## src/rtl/spi_freq_receiver_if.sv

```systemverilog
// Serial-side pins and frame-word outputs of the SPI frequency-count receiver.
// Signal names follow the transmitter's pin names.
interface spi_freq_receiver_if #(
   parameter int WIDTH = 32
);
   logic             SCK;
   logic             CS;
   logic             MOSI;
   logic [WIDTH-1:0] data;
   logic             data_valid;
   logic             frame_err;
   logic             busy;
   logic [7:0]       frame_cnt;

   modport master (
      output SCK, CS, MOSI,
      input  data, data_valid, frame_err, busy, frame_cnt
   );

   modport slave (
      input  SCK, CS, MOSI,
      output data, data_valid, frame_err, busy, frame_cnt
   );
endinterface

```

## src/rtl/spi_freq_receiver.sv

```systemverilog
// SPI mode-0 receiver for a WIDTH-bit frequency-count word, oversampled by clk.
//
//   state | meaning
//   IDLE  | waiting for a CS fall
//   RECV  | shifting in MOSI on each SCK rise
//   DONE  | one cycle: publish word, pulse data_valid
//   ERR   | one cycle: wrong bit count, pulse frame_err
module spi_freq_receiver #(
   parameter int WIDTH       = 32,
   parameter int SYNC_STAGES = 2
) (
   input logic              clk,
   input logic              rst,
   spi_freq_receiver_if.slave bus
);
   localparam int CW = $clog2(WIDTH + 2);

   typedef enum logic [1:0] {IDLE, RECV, DONE, ERR} state_t;

   state_t state_q, state_d;

   logic [SYNC_STAGES-1:0] sck_sync, cs_sync, mosi_sync;
   logic                   sck_prev, cs_prev;
   logic                   sck_s, cs_s, mosi_s;
   logic                   sck_rise, cs_rise, cs_fall;
   logic                   cs_fall_pend;
   logic [1:0]             flush_cnt;
   logic                   armed;
   logic                   start;
   logic [WIDTH-1:0]       shift_reg, data_q;
   logic [CW-1:0]          bit_cnt;
   logic [7:0]             frame_cnt_q;

   assign sck_s    = sck_sync[SYNC_STAGES-1];
   assign cs_s     = cs_sync[SYNC_STAGES-1];
   assign mosi_s   = mosi_sync[SYNC_STAGES-1];
   assign sck_rise = ~sck_prev & sck_s;
   assign cs_rise  = ~cs_prev & cs_s;
   assign cs_fall  = cs_prev & ~cs_s;
   // After reset the synchroniser holds idle levels, so a CS already low at release
   // would look like a fresh fall; only accept falls once real CS has been seen high.
   assign start    = armed & (cs_fall | cs_fall_pend);

   always_ff @(posedge clk) begin
      if (rst) begin
         sck_sync     <= '0;
         cs_sync      <= '1;
         mosi_sync    <= '0;
         sck_prev     <= 1'b0;
         cs_prev      <= 1'b1;
         flush_cnt    <= 2'd0;
         armed        <= 1'b0;
         cs_fall_pend <= 1'b0;
      end else begin
         sck_sync     <= {sck_sync[SYNC_STAGES-2:0], bus.SCK};
         cs_sync      <= {cs_sync[SYNC_STAGES-2:0], bus.CS};
         mosi_sync    <= {mosi_sync[SYNC_STAGES-2:0], bus.MOSI};
         sck_prev     <= sck_s;
         cs_prev      <= cs_s;
         if (flush_cnt != 2'(SYNC_STAGES))
            flush_cnt <= flush_cnt + 2'd1;
         else if (cs_s)
            armed <= 1'b1;
         cs_fall_pend <= ((state_q == DONE) || (state_q == ERR)) & (cs_fall | cs_fall_pend);
      end
   end

   always_ff @(posedge clk) begin
      if (rst) state_q <= IDLE;
      else     state_q <= state_d;
   end

   always_comb begin
      state_d = state_q;
      case (state_q)
         IDLE: if (start) state_d = RECV;
         RECV: if (cs_rise) state_d = (bit_cnt == CW'(WIDTH)) ? DONE : ERR;
         DONE: state_d = IDLE;
         ERR:  state_d = IDLE;
         default: state_d = IDLE;
      endcase
   end

   // data and frame_cnt load on the RECV->DONE edge so they are current during data_valid.
   always_ff @(posedge clk) begin
      if (rst) begin
         shift_reg   <= '0;
         bit_cnt     <= '0;
         data_q      <= '0;
         frame_cnt_q <= 8'd0;
      end else begin
         if (state_q == IDLE && start) begin
            shift_reg <= '0;
            bit_cnt   <= '0;
         end else if (state_q == RECV && !cs_rise && sck_rise) begin
            shift_reg <= {shift_reg[WIDTH-2:0], mosi_s};
            if (bit_cnt != CW'(WIDTH + 1))
               bit_cnt <= bit_cnt + CW'(1);
         end
         if (state_q == RECV && state_d == DONE) begin
            data_q      <= shift_reg;
            frame_cnt_q <= frame_cnt_q + 8'd1;
         end
      end
   end

   always_comb begin
      bus.data       = data_q;
      bus.frame_cnt  = frame_cnt_q;
      bus.data_valid = (state_q == DONE);
      bus.frame_err  = (state_q == ERR);
      bus.busy       = (state_q == RECV) & ~cs_s;
   end
endmodule

```

## src/flat_wrapper.sv

```systemverilog
// flat-port wrapper written by rule: the top's interface ports become plain ports
module spi_freq_receiver_flat 
#(
   parameter int WIDTH       = 32,
   parameter int SYNC_STAGES = 2
)
  (clk, rst, bus_SCK, bus_CS, bus_MOSI, bus_data, bus_data_valid, bus_frame_err, bus_busy, bus_frame_cnt);
  spi_freq_receiver_if #(.WIDTH(WIDTH)) bus_i ();
  input logic clk;
  input logic rst;
  input wire logic [$bits(bus_i.SCK)-1:0] bus_SCK;
  input wire logic [$bits(bus_i.CS)-1:0] bus_CS;
  input wire logic [$bits(bus_i.MOSI)-1:0] bus_MOSI;
  output wire logic [$bits(bus_i.data)-1:0] bus_data;
  output wire logic [$bits(bus_i.data_valid)-1:0] bus_data_valid;
  output wire logic [$bits(bus_i.frame_err)-1:0] bus_frame_err;
  output wire logic [$bits(bus_i.busy)-1:0] bus_busy;
  output wire logic [$bits(bus_i.frame_cnt)-1:0] bus_frame_cnt;
  assign bus_i.SCK = bus_SCK;
  assign bus_i.CS = bus_CS;
  assign bus_i.MOSI = bus_MOSI;
  assign bus_data = bus_i.data;
  assign bus_data_valid = bus_i.data_valid;
  assign bus_frame_err = bus_i.frame_err;
  assign bus_busy = bus_i.busy;
  assign bus_frame_cnt = bus_i.frame_cnt;
  spi_freq_receiver #(.WIDTH(WIDTH), .SYNC_STAGES(SYNC_STAGES)) u_core (.clk(clk), .rst(rst), .bus(bus_i));
endmodule
```

## config.mk

```make
export PLATFORM = sky130hd
export DESIGN_NAME = spi_freq_receiver_flat
export DESIGN_NICKNAME = d
export VERILOG_FILES = /design/src/rtl/spi_freq_receiver_if.sv /design/src/rtl/spi_freq_receiver.sv /design/src/flat_wrapper.sv
export SDC_FILE = /design/constraint.sdc
export NUM_CORES = 1
export LEC_CHECK = 0
export ABC_AREA = 1
export CORE_UTILIZATION = 45
export CTS_BUF_LIST = sky130_fd_sc_hd__clkbuf_16
export DETAILED_ROUTE_END_ITERATION = 10
export GPL_TIMING_DRIVEN = 0
export PLACE_DENSITY = 0.68
export SLEW_MARGIN = 25
export SYNTH_ARGS = -nofsm -noshare
export SYNTH_HDL_FRONTEND = slang
export SYNTH_SLANG_ARGS = --single-unit
export TNS_END_PERCENT = 20
```

## constraint.sdc

```tcl
create_clock -name clk -period 1.45 [get_ports clk]
set_clock_uncertainty 0.2 [all_clocks]
set_input_delay 0.29 -clock clk [delete_from_list [all_inputs] [get_ports clk]]
set_output_delay 0.29 -clock clk [all_outputs]
set_load 0.02 [all_outputs]
```

# ---- Yosys cells after proc, flatten, opt, wreduce, memory -nomap -nowiden
# Cells that the tools add are included.
dict set report totals {
  register_bits 92
  in_bits 5
  wordCells 49
}
dict set report classes {
  n_addsub 3
  n_eq_ne 7
  n_mux 4
  bitwise_logic 11
  n_reduce_logical 11
}
# operator count
set op_table {}
lappend op_table {{adder 8 x 1 -> 8 bit (second input constant)} 1}
lappend op_table {{adder 6 x 1 -> 6 bit (second input constant)} 1}
lappend op_table {{AND 1 bit} 6}
lappend op_table {{== test 2 bit (second input constant)} 3}
lappend op_table {{== test 6 bit (second input constant)} 1}
lappend op_table {{!= test 6 bit (second input constant)} 1}
lappend op_table {{case mux 2 bit (3 select lines)} 1}
lappend op_table {{logical AND 1 bit} 4}
lappend op_table {{2-to-1 mux 2 bit} 2}
lappend op_table {{NOT 1 bit} 4}
lappend op_table {{AND reduction 2 bit} 2}
lappend op_table {{OR reduction 2 bit} 2}
lappend op_table {{adder 2 x 1 -> 2 bit (second input constant)} 1}
lappend op_table {{== test 2 x 1 -> 1 bit (second input constant)} 1}
lappend op_table {{logical NOT 2 bit} 1}
lappend op_table {{!= test 2 bit (second input constant)} 1}
lappend op_table {{logical NOT 1 bit} 1}
lappend op_table {{logical OR 1 bit} 1}
lappend op_table {{2-to-1 mux 1 bit} 1}
lappend op_table {{bitwise OR 1 bit} 1}

# ---- Depth between registers and ports, before layout
# Gate-level depths: netlist of the first run.
dict set report depth {
  depth_word 8
  ltp_mapped 10
}

# ---- Least setup slack after synthesis of the first run
# Ideal clock, no wire load.
dict set report synth_path {
  path_type {reg2reg}
  from {reg u_core.bit_cnt[0]}
  to {reg u_core.frame_cnt_q[5] (netlist: u_core.bus.frame_cnt[5])}
  arrival_ns 1.297
  t_required_ns 1.179
  path_slack_ns -0.117
  path_stages_with_launch 11
  path_buffers 1
  period_less_slack_ns 1.567
  path_cell_list {dfxtp_1 > inv_1 > ha_1 > inv_1 > nor2_1 > nand2_1 > nand2_4 > nand3_4 > buf_6 > nand2_1 > a21oi_1}
}
dict set report synth_between {
  elab_chain_cells 6
}
# item line
set synth_rtl {}
lappend synth_rtl {{start, declared} spi_freq_receiver.sv:31} ;# logic [CW-1:0] bit_cnt;
lappend synth_rtl {{start signal, assigned} spi_freq_receiver.sv:98} ;# bit_cnt <= bit_cnt + CW'(1);
lappend synth_rtl {{== test 6 bit} spi_freq_receiver.sv:77} ;# RECV: if (cs_rise) state_d = (bit_cnt == CW'(WIDTH)) ? DONE : ERR;
lappend synth_rtl {{2-to-1 mux 1 bit} spi_freq_receiver.sv:77}
lappend synth_rtl {{2-to-1 mux 2 bit} spi_freq_receiver.sv:77}
lappend synth_rtl {{case mux 2 bit (3 select lines)} spi_freq_receiver.sv:75} ;# case (state_q)
lappend synth_rtl {{== test 2 bit} spi_freq_receiver.sv:100} ;# if (state_q == RECV && state_d == DONE) begin
lappend synth_rtl {{logical AND 1 bit} spi_freq_receiver.sv:100}
lappend synth_rtl {{end signal, assigned} spi_freq_receiver.sv:102} ;# frame_cnt_q <= frame_cnt_q + 8'd1;
lappend synth_rtl {{end, declared} spi_freq_receiver.sv:32} ;# logic [7:0] frame_cnt_q;
# No other way between the ends.
# A chain may end at the register's enable or synchronous reset.

# ---- Worst setup path in the final report of the first run
dict set report layout_path {
  from {reg u_core.bit_cnt[0]}
  to {reg u_core.data_q[0] (netlist: u_core.bus.data[0])}
}
dict set report layout_between {
  elab_chain_cells 6
}
# item line
set layout_rtl {}
lappend layout_rtl {{== test 6 bit} spi_freq_receiver.sv:77}
lappend layout_rtl {{2-to-1 mux 1 bit} spi_freq_receiver.sv:77}
lappend layout_rtl {{2-to-1 mux 2 bit} spi_freq_receiver.sv:77}
lappend layout_rtl {{case mux 2 bit (3 select lines)} spi_freq_receiver.sv:75}
lappend layout_rtl {{== test 2 bit} spi_freq_receiver.sv:100}
lappend layout_rtl {{logical AND 1 bit} spi_freq_receiver.sv:100}
lappend layout_rtl {{end signal, assigned} spi_freq_receiver.sv:101} ;# data_q <= shift_reg;
lappend layout_rtl {{end, declared} spi_freq_receiver.sv:30} ;# logic [WIDTH-1:0] shift_reg, data_q;
# No other way between the ends.

==> metrics.txt, run 1 <==
Rows 32; sequential power share 49.1%; VDD IR max 0.548 mV; internal power 4.03 mW; routed len/inst 14.4 µm; Worst Max-Slew Pin Slew 0.579 ns; Max Cap Viol 0; antenna violations before repair 0; Final Hold Viols 0; deepest clock path buffer count 2; Clock Sinks 92; final setup TNS -12.00 ns; clock slew at reported path FFs 0.07 ns; Port Buffers 46; sequential-to-total area share from yosys stat 49.3%; register area 1860 µm²; Net Sw Frac 23.3%; Highest Clock Rate 594 MHz; Netlist cell types 27; Slew Limit Fails 0; delay-heaviest family, CP simple AND/OR/NAND/NOR gates; HP Class in2reg; Top Ports 48; Combinational Power Share 5.3%; drt first pass iters 4; clock power share 45.5%; Initial Utilization 47.4%; final setup fails 80; CTS tree yes; Synth Warn # 0; layout cells sized above 1 31.7%; Buf/Inv on CP 4; hold_ws 0.109 ns; CP required 1.45 ns; grt ovf 0; fin crit period 1.68 ns; slowest stage delay, CP 0.35 ns; Post-DP Area 4340 µm²; Final ANT Viol Nets 0; Startpoint Class register; vias in the first global route 3113; Num CTS Buffers 9; post-synthesis cell area 3740 µm²; Core Area 7890 µm²; critical path type reg2reg; Worst slew margin 61.4%; global-route usage over all layers 21.5%; Die Span X 93.2 µm; DRC viols 0; slowest CP cell dfxtp_4; Die Y 93.2 µm; ant diodes 0; post-layout util 62.0%; Clock Latency Late Sink 0.33 ns; Design Area, Final 4890 µm²; Switching Power 1.23 mW; clk root buf clkbuf_16; P_leak 1.88 nW; synthesized flop and latch total 92; fin worst setup slack -0.234 ns; net count after synthesis 463; final WL 9.10 mm; crit path max fanout 5; synthesized area per cell 8.25 µm²; Syn Inst Count 453; RD Place Congestion 0.797; post-DP HPWL 5.70 mm; Critical Path, Cell by Cell inv_4 > ha_4 > inv_2 > nor2_1 > nand2_1 > nand2_4 > nand3_4 > buf_6 > buf_8 > nand2_2 > a21oi_2; via count 3267; Pwr per Cell Area 1070 nW/µm²; fin crit share 116%; Layout area overhead 30.9%; largest net degree at the start of global routing 18; H-tree depth 3; Final #Nets 535; Fill cells 701; first-pass GRT wire length 14.7 mm; Worst setup EP type register; failing checks negative setup slack; die area 8680 µm²; number of vias per cell 5.17; area of the multi-input gates 1640 µm²; Power, Total 5.26 mW; arrival time worst endpoint 1.68 ns; RSZ-0062 raised after global routing true; number of DRC markers in iteration 0 117; status finished, violations left
[logic make-up (layout without fill, tap and decap cells)]
kind of cell	count (synthesis)	after routing	share of synthesized area [%]
AND/OR/NAND/NOR	163	163	21.9
adder cells (fa/ha/maj)	5	5	1.67
flip-flops	92	92	49.3
buffers and inverters	73	150	10.7
XOR/XNOR	3	3	0.703
AO/OA/AOI/OAI	117	117	15.7
[power groups by stage]
stage	Sequential, mW	Clock [mW]	Combinational, mW
5_1_grt	2.59	2.54	0.313
2_1_floorplan	2.64	0	0.194
4_1_cts	2.58	2.42	0.270
3_3_place_gp	2.64	0	0.242
3_5_place_dp	2.64	0	0.250
6_report	2.58	2.40	0.279
[worst reg2reg max path, cell delays in order (launching register included)]
cell,delay [ns]
dfxtp_4,0.35
inv_4,0.06
ha_4,0.12
inv_2,0.02
nor2_1,0.07
nand2_1,0.09
nand2_4,0.11
nand3_4,0.10
buf_6,0.16
buf_8,0.14
nand2_2,0.07
a21oi_2,0.05
[worst paths after layout]
kind                                         start                  end  slack, ns  cells past startpoint
worst max-delay path             u_core.bit_cnt[0]   u_core.bus.data[0]      -0.23                     11
worst min-delay path                           rst  u_core.flush_cnt[0]       0.11                      4
worst max register to register   u_core.bit_cnt[0]   u_core.bus.data[0]      -0.23                     11
worst min register to register  u_core.sck_sync[0]   u_core.sck_sync[1]       0.21                      2
[through the flow]
step	setup WS [ns]	instances
after CTS	-0.193	630
after detailed placement	-0.265	601
after floorplan	-0.0398	453
final	-0.234	632
after global routing	-0.293	632
after global placement	-0.278	601
[synthesized netlist by cell type (all sizes together)]
| cell | n | area, µm² |
|---|---|---|
| nand3 | 5 | 37.5 |
| nand3b | 1 | 7.51 |
| nand2 | 89 | 372 |
| o21ai | 34 | 170 |
| or2 | 3 | 18.8 |
| xor2 | 3 | 26.3 |
| ha | 5 | 62.6 |
| inv | 42 | 160 |
| dfxtp | 92 | 1840 |
| buf | 23 | 203 |
| clkbuf | 8 | 37.5 |
| a21oi | 82 | 410 |
| nand4 | 43 | 269 |
| o21bai | 1 | 7.51 |
| nor3 | 3 | 20.0 |
| nor2 | 19 | 95.1 |
[timing repair]
action / 4_1_cts / 5_1_grt
pin swaps: 2 / 4
setup endpoints to repair: 122 / 95
cloned: 3 / 1
resized for setup: 172 / 66
endpoints found under the hold margin: 3 / 0
buffers inserted: 9 / 1
hold buffers: 1 / 0
[per-layer routing]
layer | GRT usage [%] | wire [µm]
met1 | 27.0 | 4240
met2 | 36.4 | 4440
met3 | 3.50 | 288
met4 | 9.23 | 128
met5 | 0 | 0
[cell usage in the layout (no fill, tap or decap), drive strengths merged]
cell / count
inv: 43
dfxtp: 92
or2: 3
nor2: 19
clkdlybuf4s50: 3
clkinv: 3
nor3: 3
a21oi: 82
nand4: 43
clkinvlp: 2
nand2: 89
o21ai: 34
buf: 66
clkbuf: 20
o21bai: 1
clkdlybuf4s15: 11
nand3b: 1
dlygate4sd3: 1
nand3: 5
bufinv: 1
xor2: 3
ha: 5
[layout make-up]
class | count | share of cell area [%]
buffer | 31 | 5.50
clock buffer | 9 | 4.60
clock inverter | 7 | 1.79
inverter | 42 | 3.38
multi-input combinational | 288 | 33.5
sequential | 92 | 38.1
tap | 102 | 2.61
timing repair buffer | 61 | 10.6
Power figures use the tool's default switching activity.
==> inputs of run 2 (changes only) <==
CORE_MARGIN = 8   (was not set)
DONT_BUFFER_PORTS = 1   (was not set)
PLACE_DENSITY = 0.6   (was 0.68)
RECOVER_POWER = 50   (was not set)
==> run 2 against run 1 <==
The run ends with negative hold slack, negative setup slack left. Wire length fell by 0.22%. Via count decreased by 4.8%. Cell count shrank 5.9%. Register-to-register slack about the same. Cell area fell by 5.4%. Die area grew 32%. First-iteration DRC count increased by 2.6%. Core utilization shrank 5.1 points. Non-clock buffer count fell by 40. Flip-flop and latch count is the same. Largest cell class unchanged. Highest routed layer unchanged.
==> metrics.txt, run 2 (synthesized netlist as in run 1, its figures left out) <==
delay-heaviest family, CP simple AND/OR/NAND/NOR gates; clk root buf clkbuf_16; internal reg-to-reg setup slack -0.25 ns; RD Place Congestion 0.784; critical path type reg2reg; sequential power share 48.1%; Worst setup EP type register; register area 1860 µm²; commonest cells after routing, fill and taps aside dfxtp_1, a21oi_1, nand2_1, nand4_1, inv_1; fin crit share 117%; Hold Buf Count CTS 4; Min-Delay Startpoint rst; clock power share 46.9%; area of the multi-input gates 1640 µm²; Buf/Inv on CP 4; post-DP HPWL 5.90 mm; clock slew at reported path FFs 0.06 ns; Slew Limit Fails 0; fin crit period 1.70 ns; H-tree depth 3; Critical Path, Cell by Cell inv_2 > ha_4 > inv_2 > nor2_2 > nand2_2 > nand2_4 > nand3_4 > buf_12 > buf_8 > nand2_1 > a21oi_1; post-layout util 56.9%; Die Span X 107 µm; CTS tree yes; most frequent cell on the critical path inv_2; Final ANT Viol Nets 0; RSZ-0062 raised after global routing true; Startpoint Class register; Core Area 8130 µm²; Final #Nets 495; R2R cell count 11; first-pass GRT wire length 15.0 mm; hold path cells 2; layout cells sized above 1 26.1%; capturing point of the worst reg2reg path u_core.bus.data[5]; slowest CP cell dfxtp_2; Worst slew margin 59.3%; deepest clock path buffer count 2; global-route usage over all layers 16.4%; Rows 33; arrival time worst endpoint 1.70 ns; DRC viols 0; grt ovf 0; Switching Power 1.19 mW; Clock Sinks 92; Highest Clock Rate 589 MHz; antenna violations before repair 0; crit path max fanout 5; Fill cells 744; beginning of the worst register-to-register path u_core.bit_cnt[1]; final setup fails 78; Top Ports 48; Max Cap Viol 0; largest net degree at the start of global routing 17; most common cell after layout, fill and taps aside dfxtp_1; Net Sw Frac 22.1%; Die Y 107 µm; number of vias per cell 5.23; ant diodes 0; slowest stage delay, CP 0.32 ns; Num CTS Buffers 9; hold_ws -0.0143 ns; Clock Latency Late Sink 0.34 ns; non-filler instance count after layout 595; via count 3110; Port Buffers 0; HP Class in2reg; VDD IR max 0.636 mV; Hold Crit Endpoint u_core.cs_prev; Worst Max-Slew Pin Slew 0.611 ns; fin worst setup slack -0.247 ns; routed len/inst 15.3 µm; Final Hold Viols 2; Cells after DPL 558; CP required 1.45 ns; number of DRC markers in iteration 0 120; vias in the first global route 3039; final WL 9.08 mm; P_leak 1.69 nW; Pwr per Cell Area 1160 nW/µm²; status finished, violations left; drt first pass iters 4; Initial Utilization 46.0%; failing checks negative hold slack, negative setup slack; internal power 4.19 mW; Combinational Power Share 5.1%; Layout area overhead 23.8%; die area 11500 µm²
==> run 2: cell count changes in the layout (fill, tap and decap cells not counted), moves of 3 or more <==
cell             previous run  this run
clkdlybuf4s50_1             3         0
buf_2                      33         7
dlygate4sd3_1               1         4
clkdlybuf4s15_2            11         0
buf_6                      17        14
==> run 2: how the worst max path moves through the flow <==
stage | endpoint | startpoint | depth (start not counted) | slack [ns]
2_1_floorplan | u_core.bus.frame_cnt[2] | u_core.bit_cnt[0] | 10 | -0.04
3_3_place_gp | u_core.shift_reg[11] | u_core.state_q[1] | 6 | -0.29
3_5_place_dp | u_core.shift_reg[9] | u_core.state_q[1] | 6 | -0.28
4_1_cts | u_core.bus.data[18] | u_core.bit_cnt[0] | 11 | -0.22
5_1_grt | u_core.bus.data[21] | u_core.bit_cnt[1] | 11 | -0.31
6_report | u_core.bus.data[5] | u_core.bit_cnt[1] | 11 | -0.25
==> run 2: final cells by class <==
type / count / area share, %
inverter: 42 / 3.62
multi-input combinational: 288 / 35.5
buffer: 31 / 5.84
sequential: 92 / 40.2
timing repair buffer: 21 / 5.05
tap: 105 / 2.84
clock buffer: 9 / 4.86
clock inverter: 7 / 2.14
==> run 2: routing by layer <==
layer / vias up / GRT usage, % / wire [µm]
met5: - / 0 / 0
met3: 9 / 5.58 / 579
li1: 1589 / - / -
met2: 55 / 25.7 / 4310
met4: 0 / 6.63 / 126
met1: 1457 / 20.2 / 4060
==> run 2: power groups by stage <==
stage | registers [mW] | logic, mW | clock network (mW)
2_1_floorplan | 2.64 | 0.194 | 0
3_3_place_gp | 2.64 | 0.235 | 0
3_5_place_dp | 2.65 | 0.242 | 0
4_1_cts | 2.59 | 0.265 | 2.57
5_1_grt | 2.59 | 0.305 | 2.68
6_report | 2.59 | 0.272 | 2.52
==> run 2: metrics by stage <==
step	total power, mW	setup slack, ns	cell area, µm²	TNS (ns)
2_1_floorplan	2.83	-0.0398	3750	-1.47
3_3_place_gp	2.88	-0.286	3890	-13.64
3_5_place_dp	2.89	-0.285	3890	-14.80
4_1_cts	5.42	-0.216	4480	-13.12
5_1_grt	5.58	-0.306	4630	-19.11
6_report	5.38	-0.247	4630	-13.08
==> run 2: repair_timing <==
action	4_1_cts	5_1_grt
setup endpoints to repair	82	82
gates resized for setup	29	44
buffers inserted	10	3
pin swaps	3	4
endpoints found under the hold margin	5	2
cloned	4	0
